**config.mk**
```make
export PLATFORM = sky130hd
export DESIGN_NAME = vram_port_arbiter_flat
export DESIGN_NICKNAME = d
export VERILOG_FILES = /design/src/rtl/vram_port_arbiter_if.sv /design/src/rtl/vram_port_arbiter.sv /design/src/flat_wrapper.sv
export SDC_FILE = /design/constraint.sdc
export NUM_CORES = 1
export LEC_CHECK = 0
export ABC_AREA = 1
export CAP_MARGIN = 20
export CORE_ASPECT_RATIO = 1.1
export CORE_MARGIN = 4
export CORE_UTILIZATION = 28
export CTS_CLUSTER_DIAMETER = 30
export DETAILED_ROUTE_END_ITERATION = 6
export PLACE_DENSITY_LB_ADDON = 0.15
export SYNTH_ARGS = -nofsm -noshare
export SYNTH_HDL_FRONTEND = slang
export SYNTH_SLANG_ARGS = --single-unit
export TNS_END_PERCENT = 30
```
**constraint.sdc**
```tcl
create_clock -name clk -period 2.1 [get_ports clk]
set_input_delay 0.315 -clock clk [delete_from_list [all_inputs] [get_ports clk]]
set_output_delay 0.315 -clock clk [all_outputs]
set_load 0.02 [all_outputs]
```
**src/rtl/vram_port_arbiter_if.sv**
```systemverilog
// Bundle of the video, trail-writer, clear-engine and exmem port-2 signals of vram_port_arbiter.
// master = requesters + memory side, slave = the arbiter.
interface vram_port_arbiter_if #(
    parameter int ADDR_W = 16,
    parameter int DATA_W = 16
);
    logic              vid_req;
    logic [ADDR_W-1:0] vid_addr;
    logic              vid_stall;
    logic              vid_valid;
    logic [DATA_W-1:0] vid_rdata;

    logic              wr_req;
    logic [ADDR_W-1:0] wr_addr;
    logic [DATA_W-1:0] wr_data;
    logic              wr_ack;

    logic              clear_start;
    logic [ADDR_W-1:0] clear_base;
    logic [ADDR_W-1:0] clear_len;
    logic [DATA_W-1:0] clear_value;
    logic              clear_busy;
    logic              clear_done;

    logic [ADDR_W-1:0] mem_addr;
    logic [DATA_W-1:0] mem_din;
    logic              mem_we;
    logic [DATA_W-1:0] mem_dout;

    modport master (
        output vid_req, vid_addr, wr_req, wr_addr, wr_data,
               clear_start, clear_base, clear_len, clear_value, mem_dout,
        input  vid_stall, vid_valid, vid_rdata, wr_ack, clear_busy, clear_done,
               mem_addr, mem_din, mem_we
    );

    modport slave (
        input  vid_req, vid_addr, wr_req, wr_addr, wr_data,
               clear_start, clear_base, clear_len, clear_value, mem_dout,
        output vid_stall, vid_valid, vid_rdata, wr_ack, clear_busy, clear_done,
               mem_addr, mem_din, mem_we
    );
endinterface

```
**src/rtl/vram_port_arbiter.sv**
```systemverilog
// Arbitrates exmem port 2 between video reads, trail writes and a screen-clear engine.
// Define VRAM_ARB_CLEAR_EN to build the clear engine; otherwise it is absent.
module vram_port_arbiter #(
    parameter int ADDR_W       = 16,
    parameter int DATA_W       = 16,
    parameter int STARVE_LIMIT = 8
) (
    input logic clk,
    input logic reset,
    vram_port_arbiter_if.slave bus
);
    localparam logic [7:0] LIMIT = 8'(STARVE_LIMIT);

    logic [7:0]        wait_cnt_q, wait_cnt_d;
    logic              vid_valid_q;
    logic [DATA_W-1:0] vid_rdata_q;
    logic              preempt, vid_gnt, wr_gnt, clr_gnt;
    logic              clr_busy, clr_done;
    logic [ADDR_W-1:0] clr_addr;
    logic [DATA_W-1:0] clr_value;

    // A writer that has waited STARVE_LIMIT cycles outranks video.
    assign preempt = bus.wr_req && (wait_cnt_q == LIMIT);
    assign vid_gnt = bus.vid_req && !preempt;
    assign wr_gnt  = bus.wr_req && !vid_gnt;
    assign clr_gnt = clr_busy && !bus.vid_req && !bus.wr_req;

    assign bus.vid_stall  = bus.vid_req && !vid_gnt;
    assign bus.wr_ack     = wr_gnt;
    assign bus.vid_valid  = vid_valid_q;
    assign bus.vid_rdata  = vid_rdata_q;
    assign bus.clear_busy = clr_busy;
    assign bus.clear_done = clr_done;

    always_comb begin
        // NOTE: every output gets a default first so no path leaves it unassigned (no latch).
        bus.mem_addr = bus.vid_addr;
        bus.mem_din  = '0;
        bus.mem_we   = 1'b0;
        if (wr_gnt) begin
            bus.mem_addr = bus.wr_addr;
            bus.mem_din  = bus.wr_data;
            bus.mem_we   = 1'b1;
        end else if (clr_gnt) begin
            bus.mem_addr = clr_addr;
            bus.mem_din  = clr_value;
            bus.mem_we   = 1'b1;
        end
    end

    always_comb begin
        wait_cnt_d = '0;
        if (bus.wr_req && !wr_gnt)
            wait_cnt_d = (wait_cnt_q == LIMIT) ? LIMIT : wait_cnt_q + 8'd1;
    end

    // NOTE: sequential state uses non-blocking assignments so all flops update together.
    always_ff @(posedge clk or negedge reset) begin
        if (!reset) begin
            wait_cnt_q  <= '0;
            vid_valid_q <= 1'b0;
            vid_rdata_q <= '0;
        end else begin
            wait_cnt_q  <= wait_cnt_d;
            vid_valid_q <= vid_gnt;
            if (vid_gnt)
                vid_rdata_q <= bus.mem_dout;
        end
    end

`ifdef VRAM_ARB_CLEAR_EN
    typedef enum logic [1:0] {IDLE, FILL, DONE} clr_state_e;

    clr_state_e        clr_state_q;
    logic [ADDR_W-1:0] clr_base_q, clr_len_q, clr_cnt_q, clr_cnt_inc;
    logic [DATA_W-1:0] clr_value_q;
    logic              clr_busy_q, clr_done_q;

    assign clr_cnt_inc = clr_cnt_q + ADDR_W'(1);
    assign clr_addr    = clr_base_q + clr_cnt_q;
    assign clr_value   = clr_value_q;
    assign clr_busy    = clr_busy_q;
    assign clr_done    = clr_done_q;

    always_ff @(posedge clk or negedge reset) begin
        if (!reset) begin
            clr_state_q <= IDLE;
            clr_base_q  <= '0;
            clr_len_q   <= '0;
            clr_cnt_q   <= '0;
            clr_value_q <= '0;
            clr_busy_q  <= 1'b0;
            clr_done_q  <= 1'b0;
        end else begin
            case (clr_state_q)
                IDLE: if (bus.clear_start) begin
                    clr_base_q  <= bus.clear_base;
                    clr_len_q   <= bus.clear_len;
                    clr_value_q <= bus.clear_value;
                    clr_cnt_q   <= '0;
                    if (bus.clear_len == '0) begin
                        clr_state_q <= DONE;
                        clr_done_q  <= 1'b1;
                    end else begin
                        clr_state_q <= FILL;
                        clr_busy_q  <= 1'b1;
                    end
                end
                FILL: if (clr_gnt) begin
                    clr_cnt_q <= clr_cnt_inc;
                    if (clr_cnt_inc == clr_len_q) begin
                        clr_state_q <= DONE;
                        clr_busy_q  <= 1'b0;
                        clr_done_q  <= 1'b1;
                    end
                end
                DONE: begin
                    clr_done_q  <= 1'b0;
                    clr_state_q <= IDLE;
                end
                default: begin
                    clr_state_q <= IDLE;
                    clr_busy_q  <= 1'b0;
                    clr_done_q  <= 1'b0;
                end
            endcase
        end
    end
`else
    logic unused_clear;

    assign unused_clear = ^{bus.clear_start, bus.clear_base, bus.clear_len, bus.clear_value};
    assign clr_busy     = 1'b0;
    assign clr_done     = 1'b0;
    assign clr_addr     = '0;
    assign clr_value    = '0;
`endif
endmodule
```
**src/flat_wrapper.sv**
```systemverilog
// flat-port wrapper written by rule: the top's interface ports become plain ports
module vram_port_arbiter_flat 
#(
    parameter int ADDR_W       = 16,
    parameter int DATA_W       = 16,
    parameter int STARVE_LIMIT = 8
)
  (clk, reset, bus_vid_req, bus_vid_addr, bus_wr_req, bus_wr_addr, bus_wr_data, bus_clear_start, bus_clear_base, bus_clear_len, bus_clear_value, bus_mem_dout, bus_vid_stall, bus_vid_valid, bus_vid_rdata, bus_wr_ack, bus_clear_busy, bus_clear_done, bus_mem_addr, bus_mem_din, bus_mem_we);
  vram_port_arbiter_if #(.ADDR_W(ADDR_W), .DATA_W(DATA_W)) bus_i ();
  input logic clk;
  input logic reset;
  input wire logic [$bits(bus_i.vid_req)-1:0] bus_vid_req;
  input wire logic [$bits(bus_i.vid_addr)-1:0] bus_vid_addr;
  input wire logic [$bits(bus_i.wr_req)-1:0] bus_wr_req;
  input wire logic [$bits(bus_i.wr_addr)-1:0] bus_wr_addr;
  input wire logic [$bits(bus_i.wr_data)-1:0] bus_wr_data;
  input wire logic [$bits(bus_i.clear_start)-1:0] bus_clear_start;
  input wire logic [$bits(bus_i.clear_base)-1:0] bus_clear_base;
  input wire logic [$bits(bus_i.clear_len)-1:0] bus_clear_len;
  input wire logic [$bits(bus_i.clear_value)-1:0] bus_clear_value;
  input wire logic [$bits(bus_i.mem_dout)-1:0] bus_mem_dout;
  output wire logic [$bits(bus_i.vid_stall)-1:0] bus_vid_stall;
  output wire logic [$bits(bus_i.vid_valid)-1:0] bus_vid_valid;
  output wire logic [$bits(bus_i.vid_rdata)-1:0] bus_vid_rdata;
  output wire logic [$bits(bus_i.wr_ack)-1:0] bus_wr_ack;
  output wire logic [$bits(bus_i.clear_busy)-1:0] bus_clear_busy;
  output wire logic [$bits(bus_i.clear_done)-1:0] bus_clear_done;
  output wire logic [$bits(bus_i.mem_addr)-1:0] bus_mem_addr;
  output wire logic [$bits(bus_i.mem_din)-1:0] bus_mem_din;
  output wire logic [$bits(bus_i.mem_we)-1:0] bus_mem_we;
  assign bus_i.vid_req = bus_vid_req;
  assign bus_i.vid_addr = bus_vid_addr;
  assign bus_i.wr_req = bus_wr_req;
  assign bus_i.wr_addr = bus_wr_addr;
  assign bus_i.wr_data = bus_wr_data;
  assign bus_i.clear_start = bus_clear_start;
  assign bus_i.clear_base = bus_clear_base;
  assign bus_i.clear_len = bus_clear_len;
  assign bus_i.clear_value = bus_clear_value;
  assign bus_i.mem_dout = bus_mem_dout;
  assign bus_vid_stall = bus_i.vid_stall;
  assign bus_vid_valid = bus_i.vid_valid;
  assign bus_vid_rdata = bus_i.vid_rdata;
  assign bus_wr_ack = bus_i.wr_ack;
  assign bus_clear_busy = bus_i.clear_busy;
  assign bus_clear_done = bus_i.clear_done;
  assign bus_mem_addr = bus_i.mem_addr;
  assign bus_mem_din = bus_i.mem_din;
  assign bus_mem_we = bus_i.mem_we;
  vram_port_arbiter #(.ADDR_W(ADDR_W), .DATA_W(DATA_W), .STARVE_LIMIT(STARVE_LIMIT)) u_core (.clk(clk), .reset(reset), .bus(bus_i));
endmodule
```
==> results of run 1 <==
logic make-up (layout without fill, tap and decap cells):
kind of cell             Yosys count  after routing  share of synthesized area, %
AND/OR/NAND/NOR                  142            144                          39.8
buffers and inverters             39            166                          13.2
flip-flops                        25             25                          41.2
XOR/XNOR                           5              5                          2.88
adder cells (fa/ha/maj)            2              2                          1.65
other                              1              2                         0.247
AO/OA/AOI/OAI                      1              1                          1.07
synth_stat cells, drive strengths merged:
master / number / share of area, %
nand2: 87 / 23
nor2: 30 / 7.9
inv: 27 / 6.8
dfrtp: 25 / 41
nand3: 23 / 7.9
buf: 12 / 6.3
xor2: 3 / 1.7
ha: 2 / 1.6
xnor2: 2 / 1.2
conb: 1 / 0.25
nand4: 1 / 0.41
nor4b: 1 / 0.58
o21ai: 1 / 1.1
per-stage QoR:
step / cells / TNS, ns / total power [mW] / worst slack [ns] / hold WS, ns
floorplan: 216 / 0 / 0.739 / 0.339 / 0.0194
global route: 417 / -0.0327 / 1.39 / -0.0115 / 0.439
finish: 417 / 0 / 1.30 / 0.134 / 0.406
global placement: 408 / -4.42 / 1.04 / -0.192 / 0.462
detailed placement: 408 / -4.93 / 1.04 / -0.210 / 0.465
CTS: 412 / -0.0194 / 1.31 / -0.0194 / 0.416
cell type report:
type / count / area share (%)
Clock buffer: 3 / 1.45
Sequential cell: 25 / 22.0
Clock inverter: 1 / 0.176
Multi-Input combinational cell: 154 / 26.1
Inverter: 27 / 3.65
Tap cell: 72 / 3.17
Timing Repair Buffer: 135 / 43.4
cell usage in the layout (no fill, tap or decap), types with 7 or more instances in the layout:
master	count
dfrtp_1	25
buf_2	13
nand2_1	85
clkdlybuf4s50_1	84
nor2_1	29
clkbuf_2	8
buf_4	20
inv_1	26
buf_6	7
nand3_1	20
flip-flops by register name, indices dropped and copies added, names as in the netlist:
signal                flops
u_core.bus.vid_rdata     16
u_core.wait_cnt_q         8
u_core.bus.vid_valid      1
per-layer routing:
metal	vias up	global-route usage (%)
li1	898	-
met1	762	18.0
met2	82	25.1
met3	0	6.48
met4	0	2.38
met5	-	0
final timing paths:
path | from | endpoint | slack (ns) | depth (start not counted)
worst min-delay path | reset | u_core.bus.vid_rdata[10]$_DFFE_PN0P_ | 0.41 | 2
min in group clk | u_core.bus.vid_rdata[6]$_DFFE_PN0P_ | u_core.bus.vid_rdata[6]$_DFFE_PN0P_ | 0.48 | 2
max in group asynchronous | reset | u_core.wait_cnt_q[5]$_DFF_PN0_ | 1.46 | 2
worst min register to register | u_core.bus.vid_rdata[6]$_DFFE_PN0P_ | u_core.bus.vid_rdata[6]$_DFFE_PN0P_ | 0.48 | 2
worst max register to register | u_core.wait_cnt_q[1]$_DFF_PN0_ | u_core.bus.vid_rdata[11]$_DFFE_PN0P_ | 0.32 | 11
worst max-delay path | u_core.wait_cnt_q[1]$_DFF_PN0_ | bus_mem_addr[15] | 0.13 | 9
power groups by stage:
stage | Combinational [mW] | Sequential [mW] | Clock (mW)
floorplan | 0.165 | 0.574 | 0
global placement | 0.499 | 0.536 | 0
detailed placement | 0.503 | 0.537 | 0
CTS | 0.491 | 0.528 | 0.296
global route | 0.532 | 0.532 | 0.324
finish | 0.492 | 0.527 | 0.279
timing repair:
action,in CTS,in global routing
endpoints found under the hold margin,0,0
gates cloned,0,2
resized for setup,93,65
pin swaps,1,10
endpoints found under the setup margin,35,34
setup buffers,0,3
==> metrics.yaml, run 1 <==
die_height_um: 85.3
crit_chain: "inv_1 > ha_2 > nand3_2 > nor2_4 > nand2_4 > nand2_8 > nand3_1 > nand2_1 > buf_2"
antenna_found_initial: 0
fin_crit_ns: 1.97
grt_overflow: 0
ys_seq_area_share_pct: 41.2
path_buf_inv: 2
cts_sinks: 25
clkSlewWorstSetupHoldPaths_ns: 0.09
clockRootBuffer: "clkbuf_8"
rows: 27
cp_slowest_cell: "dfrtp_1"
grt_pass1_wl_um: 8110
cts.htree.levels: 1
seqPwrFrac_pct: 40.6
yosys_warnings: 0
hp-class: "in -> async"
peakVddDrop_v: 0.000372
vias_per_cell: 4.18
io-pin-count: 171
met2_length_um: 2420
syn_to_final_growth_pct: 87.0
worstPathRequired_ns: 1.78
ys_seq_elements: 25
startpoint_type: "flip-flop"
rsz0062_at_grt: "yes"
vias: 1742
fin_skew_ns: 0.00560
cp_max_fo: 5
dr.pass1.iters: 4
maxCapViolCount: 0
cp-end-kind: "primary output"
final_area_mm2: 0.00284
multi_input_area_um2: 742
seq_area_um2: 626
syn_area_per_cell_um2: 7.07
p_per_area_mw_per_mm2: 457
holdBufCountCts: 0
cp_top_family: "simple AND/OR/NAND/NOR gates"
max_freq_mhz: 509
drive_gt1_share_pct: 19.1
dpl.hpwl_um: 4070
start_util_pct: 29.6
final_nets: 465
cts_tree: "done"
mappedNetlistArea_mm2: 0.00152
final_core_util_pct: 55.4
dieArea_mm2: 0.00667
dr.max_layer_used: "met3"
wl_per_cell_um: 12.7
coreArea_mm2: 0.00513
cellInternalPower_mw: 0.905
netlist_instances: 215
cts_made_buffers: 3
p_sw_mw: 0.394
drc: 0
wl_met3_um: 637
combinationalPowerShare_pct: 37.9
routed_wirelength_um: 5300
critPathArrivalTime_ns: 1.65
nFillCells: 531
critPathMaxStageDelay_ns: 0.38
cts_buffer_depth: 2
final-setup-viol-count: 0
wl_met1_um: 2240
grtUsageTotal_pct: 14.9
slew_viol_final: 0
worstSetupPathType: "reg -> out"
diodes: 0
die_x_um: 78.3
clk_latency_ns: 0.26
antenna_left: 0
port_buffers: 119
grt_pass1_vias: 1637
sw_frac_of_total_pct: 30.3
p_leak_nw: 1.46
layout_worst_path_cycle_share_pct: 93.6
pwr-share-clk_pct: 21.5
detail_route.iter0.violations: 31
ys_types: 21
grt_max_degree: 26
hold_viol: 0
outcome: "complete, no violations"
place_congestion: 0.844
dpl_cell_area_mm2: 0.00284
Power figures use the tool's default switching activity.
==> run 2, diff against run 1 <==
--- a/config.mk
+++ b/config.mk
@@ -11,6 +11,7 @@
 export CORE_MARGIN = 4
 export CORE_UTILIZATION = 28
 export CTS_CLUSTER_DIAMETER = 30
+export CTS_CLUSTER_SIZE = 40
 export DETAILED_ROUTE_END_ITERATION = 6
 export PLACE_DENSITY_LB_ADDON = 0.15
 export SYNTH_ARGS = -nofsm -noshare
==> results of run 2 <==
Same layout as run 1: the final DEF is identical, and so are final timing and power.
